==> src/rtl/core_pkg.sv <==
// Shared core definitions: datapath width, ALU class/operation codes, jump control and next-PC select codes.
package core_pkg;

    localparam int unsigned WORD_SIZE = 32;
    localparam int unsigned SHAMT_W   = 5;

    typedef logic [WORD_SIZE-1:0] data_t;

    typedef enum logic [2:0] {
        ALUOP_ADD    = 3'b000,
        ALUOP_BRANCH = 3'b001,
        ALUOP_RTYPE  = 3'b010,
        ALUOP_ITYPE  = 3'b011,
        ALUOP_LUI    = 3'b100
    } alu_op_e;

    typedef enum logic [3:0] {
        OP_AND    = 4'b0000,
        OP_OR     = 4'b0001,
        OP_ADD    = 4'b0010,
        OP_XOR    = 4'b0011,
        OP_SLL    = 4'b0100,
        OP_SRL    = 4'b0101,
        OP_SUB    = 4'b0110,
        OP_SRA    = 4'b0111,
        OP_SLT    = 4'b1000,
        OP_SLTU   = 4'b1001,
        OP_PASS_B = 4'b1010
    } alu_ctrl_e;

    typedef enum logic [1:0] {
        CJ_NONE   = 2'b00,
        CJ_BRANCH = 2'b01,
        CJ_JAL    = 2'b10,
        CJ_JALR   = 2'b11
    } ctrl_jump_e;

    typedef enum logic [1:0] {
        BJ_PC4    = 2'b00,
        BJ_TARGET = 2'b01,
        BJ_JALR   = 2'b10
    } bj_result_e;

endpackage

==> src/rtl/alu_branch_unit_if.sv <==
// Execute-stage bus: decode inputs and operands in, ALU result and next-PC select out.
interface alu_branch_unit_if;

    logic [2:0]          i_ALUOp;
    logic [2:0]          i_Funct3;
    logic [6:0]          i_Funct7;
    logic [1:0]          i_Ctrl_Jump;
    core_pkg::data_t     i_Op1;
    core_pkg::data_t     i_Op2;
    core_pkg::data_t     o_Result;
    logic                o_Zero;
    logic [3:0]          o_Operation;
    logic [1:0]          o_B_J_result;

    modport master (
        output i_ALUOp, i_Funct3, i_Funct7, i_Ctrl_Jump, i_Op1, i_Op2,
        input  o_Result, o_Zero, o_Operation, o_B_J_result
    );

    modport slave (
        input  i_ALUOp, i_Funct3, i_Funct7, i_Ctrl_Jump, i_Op1, i_Op2,
        output o_Result, o_Zero, o_Operation, o_B_J_result
    );

endinterface

==> src/rtl/alu_branch_unit_datapath.sv <==
// 32-bit ALU: applies the decoded operation to both operands; zero flag comes from the result.
module alu_datapath
    import core_pkg::*;
(
    input  alu_ctrl_e op_i,
    input  data_t     op1_i,
    input  data_t     op2_i,
    output data_t     result_o,
    output logic      zero_o
);

    logic [SHAMT_W-1:0] shamt;

    assign shamt = op2_i[SHAMT_W-1:0];

    always_comb begin
        result_o = '0;
        case (op_i)
            OP_AND:    result_o = op1_i & op2_i;
            OP_OR:     result_o = op1_i | op2_i;
            OP_ADD:    result_o = op1_i + op2_i;
            OP_XOR:    result_o = op1_i ^ op2_i;
            OP_SLL:    result_o = op1_i << shamt;
            OP_SRL:    result_o = op1_i >> shamt;
            OP_SUB:    result_o = op1_i - op2_i;
            OP_SRA:    result_o = data_t'($signed(op1_i) >>> shamt);
            OP_SLT:    result_o = data_t'($signed(op1_i) < $signed(op2_i));
            OP_SLTU:   result_o = data_t'(op1_i < op2_i);
            OP_PASS_B: result_o = op2_i;
            default:   result_o = '0;
        endcase
    end

    assign zero_o = (result_o == '0);

endmodule

==> src/rtl/alu_branch_unit.sv <==
// Execute stage of the single-cycle core: ALU control decode, ALU, and branch/jump next-PC select.
module alu_branch_unit
    import core_pkg::*;
(
    input  logic               i_clk,
    input  logic               i_rstn,
    alu_branch_unit_if.slave   bus
);

    alu_ctrl_e  operation;
    bj_result_e bj_sel;
    data_t      result;
    logic       zero;
    logic       f7_alt;

    // Clock and reset are reserved for a future pipelined version.
    logic unused_ok;
    assign unused_ok = &{1'b0, i_clk, i_rstn, bus.i_Funct7[6], bus.i_Funct7[4:0]};

    assign f7_alt = bus.i_Funct7[5];

    // ALU control decode from instruction class and function fields.
    always_comb begin
        operation = OP_ADD;
        case (bus.i_ALUOp)
            ALUOP_ADD: operation = OP_ADD;
            ALUOP_LUI: operation = OP_PASS_B;
            ALUOP_BRANCH: begin
                case (bus.i_Funct3)
                    3'b100, 3'b101: operation = OP_SLT;
                    3'b110, 3'b111: operation = OP_SLTU;
                    default:        operation = OP_SUB;
                endcase
            end
            ALUOP_RTYPE, ALUOP_ITYPE: begin
                case (bus.i_Funct3)
                    3'b000: operation = (bus.i_ALUOp == ALUOP_RTYPE && f7_alt) ? OP_SUB : OP_ADD;
                    3'b001: operation = OP_SLL;
                    3'b010: operation = OP_SLT;
                    3'b011: operation = OP_SLTU;
                    3'b100: operation = OP_XOR;
                    3'b101: operation = f7_alt ? OP_SRA : OP_SRL;
                    3'b110: operation = OP_OR;
                    default: operation = OP_AND;
                endcase
            end
            default: operation = OP_ADD;
        endcase
    end

    alu_datapath u_alu_datapath (
        .op_i     (operation),
        .op1_i    (bus.i_Op1),
        .op2_i    (bus.i_Op2),
        .result_o (result),
        .zero_o   (zero)
    );

    // Branch resolution: SLT/SLTU results are 1 when "less than", so Zero inverts the sense.
    always_comb begin
        bj_sel = BJ_PC4;
        case (bus.i_Ctrl_Jump)
            CJ_JAL:  bj_sel = BJ_TARGET;
            CJ_JALR: bj_sel = BJ_JALR;
            CJ_BRANCH: begin
                case (bus.i_Funct3)
                    3'b000, 3'b101, 3'b111: bj_sel = zero ? BJ_TARGET : BJ_PC4;
                    3'b001, 3'b100, 3'b110: bj_sel = zero ? BJ_PC4 : BJ_TARGET;
                    default:                bj_sel = BJ_PC4;
                endcase
            end
            default: bj_sel = BJ_PC4;
        endcase
    end

    assign bus.o_Result     = result;
    assign bus.o_Zero       = zero;
    assign bus.o_Operation  = operation;
    assign bus.o_B_J_result = bj_sel;

endmodule

==> src/flat_wrapper.sv <==
// flat-port wrapper written by rule: the top's interface ports become plain ports
module alu_branch_unit_flat import core_pkg::*;
  (i_clk, i_rstn, bus_i_ALUOp, bus_i_Funct3, bus_i_Funct7, bus_i_Ctrl_Jump, bus_i_Op1, bus_i_Op2, bus_o_Result, bus_o_Zero, bus_o_Operation, bus_o_B_J_result);
  alu_branch_unit_if bus_i ();
  input  logic i_clk;
  input  logic i_rstn;
  input wire logic [$bits(bus_i.i_ALUOp)-1:0] bus_i_ALUOp;
  input wire logic [$bits(bus_i.i_Funct3)-1:0] bus_i_Funct3;
  input wire logic [$bits(bus_i.i_Funct7)-1:0] bus_i_Funct7;
  input wire logic [$bits(bus_i.i_Ctrl_Jump)-1:0] bus_i_Ctrl_Jump;
  input wire logic [$bits(bus_i.i_Op1)-1:0] bus_i_Op1;
  input wire logic [$bits(bus_i.i_Op2)-1:0] bus_i_Op2;
  output wire logic [$bits(bus_i.o_Result)-1:0] bus_o_Result;
  output wire logic [$bits(bus_i.o_Zero)-1:0] bus_o_Zero;
  output wire logic [$bits(bus_i.o_Operation)-1:0] bus_o_Operation;
  output wire logic [$bits(bus_i.o_B_J_result)-1:0] bus_o_B_J_result;
  assign bus_i.i_ALUOp = bus_i_ALUOp;
  assign bus_i.i_Funct3 = bus_i_Funct3;
  assign bus_i.i_Funct7 = bus_i_Funct7;
  assign bus_i.i_Ctrl_Jump = bus_i_Ctrl_Jump;
  assign bus_i.i_Op1 = bus_i_Op1;
  assign bus_i.i_Op2 = bus_i_Op2;
  assign bus_o_Result = bus_i.o_Result;
  assign bus_o_Zero = bus_i.o_Zero;
  assign bus_o_Operation = bus_i.o_Operation;
  assign bus_o_B_J_result = bus_i.o_B_J_result;
  alu_branch_unit u_core (.i_clk(i_clk), .i_rstn(i_rstn), .bus(bus_i));
endmodule
==> config.mk <==
export PLATFORM = sky130hd
export DESIGN_NAME = alu_branch_unit_flat
export DESIGN_NICKNAME = d
export VERILOG_FILES = /design/src/rtl/core_pkg.sv /design/src/rtl/alu_branch_unit_if.sv /design/src/rtl/alu_branch_unit_datapath.sv /design/src/rtl/alu_branch_unit.sv /design/src/flat_wrapper.sv
export SDC_FILE = /design/constraint.sdc
export NUM_CORES = 1
export LEC_CHECK = 0
export BUFFER_PORTS_ARGS = -buffer_cell sky130_fd_sc_hd__buf_4
export CAP_MARGIN = 10
export CORE_MARGIN = 1
export CORE_UTILIZATION = 45
export DETAILED_ROUTE_END_ITERATION = 12
export REMOVE_ABC_BUFFERS = 1
export SLEW_MARGIN = 30
export SYNTH_ARGS = -nofsm -noshare
export SYNTH_HDL_FRONTEND = slang
export SYNTH_SLANG_ARGS = --single-unit
==> constraint.sdc <==
create_clock -name vclk -period 39
set_clock_uncertainty 0.2 [all_clocks]
set_input_delay 11.7 -clock vclk [all_inputs]
set_output_delay 11.7 -clock vclk [all_outputs]
set_load 0.02 [all_outputs]
### Yosys cells after proc, flatten, opt, wreduce, memory -nomap -nowiden

Index checks and enable logic that the tools add are counted.

* add/sub/neg operators: 2
* $mul: 0
* div/mod/pow operators: 0
* magnitude comparators: 2
* equal/unequal tests: 24
* shift operators: 3
* mux-type cells: 10
* bitwise operators: 3
* reduce and logical (&&, ||, !) cells: 9

Operator list (number)
* case mux 32 bit (11 select lines): 1
* less-than comparator 32 bit: 2
* adder 32 bit: 1
* AND 32 bit: 1
* zero test 32 bit: 1
* OR 32 bit: 1
* left shift 32 x 5 -> 32 bit: 1
* >> shifter 32 x 5 -> 32 bit: 1
* >>> shifter 32 x 5 -> 32 bit: 1
* subtractor 32 bit: 1
* bitwise XOR 32 bit: 1
* case mux 4 bit (7 select lines): 1
* == test 4 x 3 -> 1 bit, second input constant: 4
* == test 3 bit, second input constant: 5
* == test 3 x 2 -> 1 bit, second input constant: 4
* == test 4 bit, second input constant: 3
* case mux 4 bit (3 select lines): 1
* == test 4 x 2 -> 1 bit, second input constant: 2
* case mux 4 bit (2 select lines): 1
* == test 3 x 1 -> 1 bit, second input constant: 2
* case mux 2 bit (3 select lines): 1
* OR reduction 2 bit: 3
* OR reduction 3 bit: 2
* == test 2 bit, second input constant: 2
* other kinds (9): 10

* register bits: 0
* bits in latches: 0
* RAM bits: 0
* memory bits (read-only): 0
* memories: 0

### Logic depth before layout (Yosys ltp)

* depth in word-level cells: 11
* mapped depth: 22
* depth with buffers taken out: 17

### Hierarchy

A second synthesis with hierarchy kept.

* cell total of the unflattened synthesis: 1614
* area total of the unflattened synthesis: 10911.7 sq um

Modules (own cells, without submodules)
* alu_datapath: times used 1, cells an instance 1586, area each 10735.3 sq um, seq. area each 0.0 sq um
* alu_branch_unit: times used 1, cells an instance 28, area each 176.4 sq um, seq. area each 0.0 sq um

### Worst setup path after synthesis

OpenSTA, ideal clock, no wires.

* path type: input port to output port
* from: in bus_i_Op2[2]
* to: out bus_o_B_J_result[0]
* arrival: 16.949 ns
* data required time: 27.100 ns
* slack: 10.151 ns
* stages on the path: 21
* path buffers: 6
* path through: buf_4 buf_2 inv_1 buf_1 buf_1 buf_1 ha_1 clkbuf_1 o21bai_1 a21oi_1 xor2_1 a221o_1 or4_1 or4_1 nor4b_1 nand4bb_1 or4_1 nor4_2 nand3_1 nor2b_1 o221ai_2

* word-level cells in the longest chain between the ends: 6
* elaborated cells on any way between the ends: 16

RTL lines
* start: declaration: line flat_wrapper.sv:12 `input wire logic [$bits(bus_i.i_Op2)-1:0] bus_i_Op2;`
* subtractor 32 bit (tied with other cells): line alu_branch_unit_datapath.sv:25 `OP_SUB: result_o = op1_i - op2_i;`
* case mux 32 bit (11 select lines) *: line alu_branch_unit_datapath.sv:18 `case (op_i)`
* via bus_o_Result[4]: line flat_wrapper.sv:13 `output wire logic [$bits(bus_i.o_Result)-1:0] bus_o_Result;`
* zero test 32 bit *: line alu_branch_unit_datapath.sv:34 `assign zero_o = (result_o == '0);`
* two-way mux 1 bit, on equally long branches: line alu_branch_unit.sv:68, alu_branch_unit.sv:67
* case mux 2 bit (2 select lines) *: line alu_branch_unit.sv:66 `case (bus.i_Funct3)`
* case mux 2 bit (3 select lines) *: line alu_branch_unit.sv:62 `case (bus.i_Ctrl_Jump)`
* end: declaration: line flat_wrapper.sv:16 `output wire logic [$bits(bus_i.o_B_J_result)-1:0] bus_o_B_J_result;`

The timed path passes the listed nets; every way through them passes the cells marked *.

### Worst setup path after layout

* from: in bus_i_Op2[0]
* to: out bus_o_B_J_result[0]

* word-level cells in the longest chain between the ends: 6
* elaborated cells on any way between the ends: 16

RTL lines (line)
* subtractor 32 bit (tied with other cells): alu_branch_unit_datapath.sv:25
* case mux 32 bit (11 select lines) *: alu_branch_unit_datapath.sv:18
* zero test 32 bit *: alu_branch_unit_datapath.sv:34
* two-way mux 1 bit, on equally long branches: alu_branch_unit.sv:68, alu_branch_unit.sv:67
* case mux 2 bit (2 select lines) *: alu_branch_unit.sv:66
* case mux 2 bit (3 select lines) *: alu_branch_unit.sv:62

Every way passes the cells marked *; elsewhere a longest branch is shown, timed or not.

==> results.ini <==
[run_status]
status = finished, final reports clean

[worst_setup_path]
startpoint = bus_i_Op2[0]
worst-endpoint-required_ns = 27.10
slowest_stage = buf_4
critPathKind = primary input to primary output
path_cells = buf_4, buf_4, clkinv_1, ha_1, mux2i_1, or4_1, o2111ai_1, or3_4, or4_1, nor4b_1, nand4bb_1, or4_1, nor4_2, nand3_1, nor2b_1, o221ai_2, buf_4
cpPeakStageDelay_ns = 0.71
start_kind = primary input
arrival_ns = 18.55
crit_path_end_kind = primary output
critPathMaxFanout = 53
cp-endpoint = bus_o_B_J_result[0]

[logic_synthesis]
yosys.area.top_type_share = 0.1138
synth_cells = 1561
syn_area_per_cell_sq_um = 6.975
synthTopCellsByArea = ha_1 11%, mux4_2 9.1%, mux2i_1 6.5%, nor2_1 5.2%, o21ai_0 4.6%
synth_area_sq_um = 10890
post-synth-top-area-cell = ha_1
synth-simple-area-share = 0.2394
ys_seq_area_frac = 0
synth_compound_area_frac = 0.3316
synth_warnings = 0
yosys.area_share.adder = 0.1174
synth_cell_types = 100
muxShareOfSynthArea = 0.2025
synthXorXnorAreaFrac = 0.01207
synth_top_family_by_area = compound AO/OA/AOI/OAI gates

[floorplan]
core_sq_um = 23610
fp.dieW_um = 157.6
ios = 120
initial_utilization = 0.4611
dieArea_sq_um = 24820
rows = 56
fp.dieH_um = 157.6

[sta]
hold_violations = 0
rsz0062_at_grt = no
finalSetupViolCount = 0
report.final.slew_viol_count = 0
clock.fmax_ghz = 0.03284
max-slew-margin-rel = 0.2977
tightest_slew_ns = 1.039
period_share = 0.7807
finalCriticalPeriod_ns = 30.45
fin_tns_setup_ns = 0

[final_layout]
layout_commonest_cell = nor2_1
fin_nets = 1753
multi_input_area_sq_um = 9867
seq_area_sq_um = 0
fillers = 2463
final_cell_mix = 152 x nor2_1, 144 x buf_4, 129 x nand2_1, 108 x inv_1, 100 x o21ai_0
drive_gt1_frac = 0.1663
seq_cells = 0
clock_buffers = 0
syn_to_final_growth_pct = 8.067

[cts]
post_cts_buffers = 0
cts.repair.resized = 0
cts_hold_buffers = 0

[route]
first_iter_violations = 1708
wl_mm = 54.81
vias = 13510
drc_errors = 0
wl_per_cell_um = 29.02
drtAntennaViolNets = 0
firstDrtPassIters = 8
post_drt_via_cell_ratio = 7.152

[global_routing]
grtUsageTotal = 0.4301
grt_pass1_wl_mm = 78.79
grt_pass1_vias = 12060
grt_max_degree = 60
antenna_found_initial = 2
grt-ovfl-total = 0

[min_path]
hold_path_class = primary input to primary output

[placed_design]
port-buffer-count = 112
gp_congestion = 1.017
hpwl_mm = 41.38

[run]
drv_cap = 0

critical path, delay by kind of cell:
kind / cells / cell delay (ns)
compound gates: 2 / 0.26
simple gates: 9 / 3.68
mux: 1 / 0.37
fa+ha+maj: 1 / 0.46
buf+inv: 4 / 2.01
cells in the mapped netlist, types with 16 or more instances:
cell,n
nor2b_1,22
nor2_1,152
buf_1,18
a21o_1,18
buf_2,25
a31oi_1,16
o21ai_0,100
mux4_2,44
mux2_2,37
o22ai_1,20
or3_1,16
nand2_1,129
o211ai_1,34
clkbuf_1,75
inv_1,108
mux2i_1,71
nand3_1,43
a21oi_1,96
nor3_1,46
a211oi_1,42
ha_1,99
layout make-up:
class                      instances  share of cell area
tap                              319             0.03392
inverter                         111             0.03541
antenna                            1           0.0002127
timing repair buffer             144             0.09188
multi-input combinational       1314              0.8386
worst min-delay path by stage:
stage                                   from                  end  slack (ns)  depth (start not counted)
after floorplan               bus_i_ALUOp[2]   bus_o_Operation[2]       23.31                          1
after global placement    bus_i_Ctrl_Jump[1]  bus_o_B_J_result[1]       23.53                          3
after detailed placement  bus_i_Ctrl_Jump[1]  bus_o_B_J_result[1]       23.53                          3
after CTS                 bus_i_Ctrl_Jump[1]  bus_o_B_J_result[1]       23.53                          3
after global routing      bus_i_Ctrl_Jump[1]  bus_o_B_J_result[1]       23.54                          3
final                     bus_i_Ctrl_Jump[1]  bus_o_B_J_result[1]       23.52                          3
per-layer routing:
layer,GRT usage,share of wire
met5,0,0.00020
met4,0.2154,0.058
met3,0.09747,0.12
met2,0.6437,0.42
met1,0.5750,0.40
per-stage QoR:
step	utilization	hold WS, ns	cell area, sq um	cells	worst slack, ns
final	0.4983	23.52	11770	1889	8.552
after global routing	0.4982	23.54	11760	1888	8.274
after CTS	0.4982	23.53	11760	1888	8.776
after detailed placement	0.4982	23.53	11760	1888	8.800
after global placement	0.4979	23.53	11760	1888	8.741
after floorplan	-	23.31	10250	1425	10.62
cell families after synthesis:
| logic type | after synthesis |
|---|---|
| AO/OA/AOI/OAI | 515 |
| buffers and inverters | 247 |
| AND/OR/NAND/NOR | 527 |
| multiplexers | 156 |
| XOR/XNOR | 15 |
| adder cells (fa/ha/maj) | 101 |
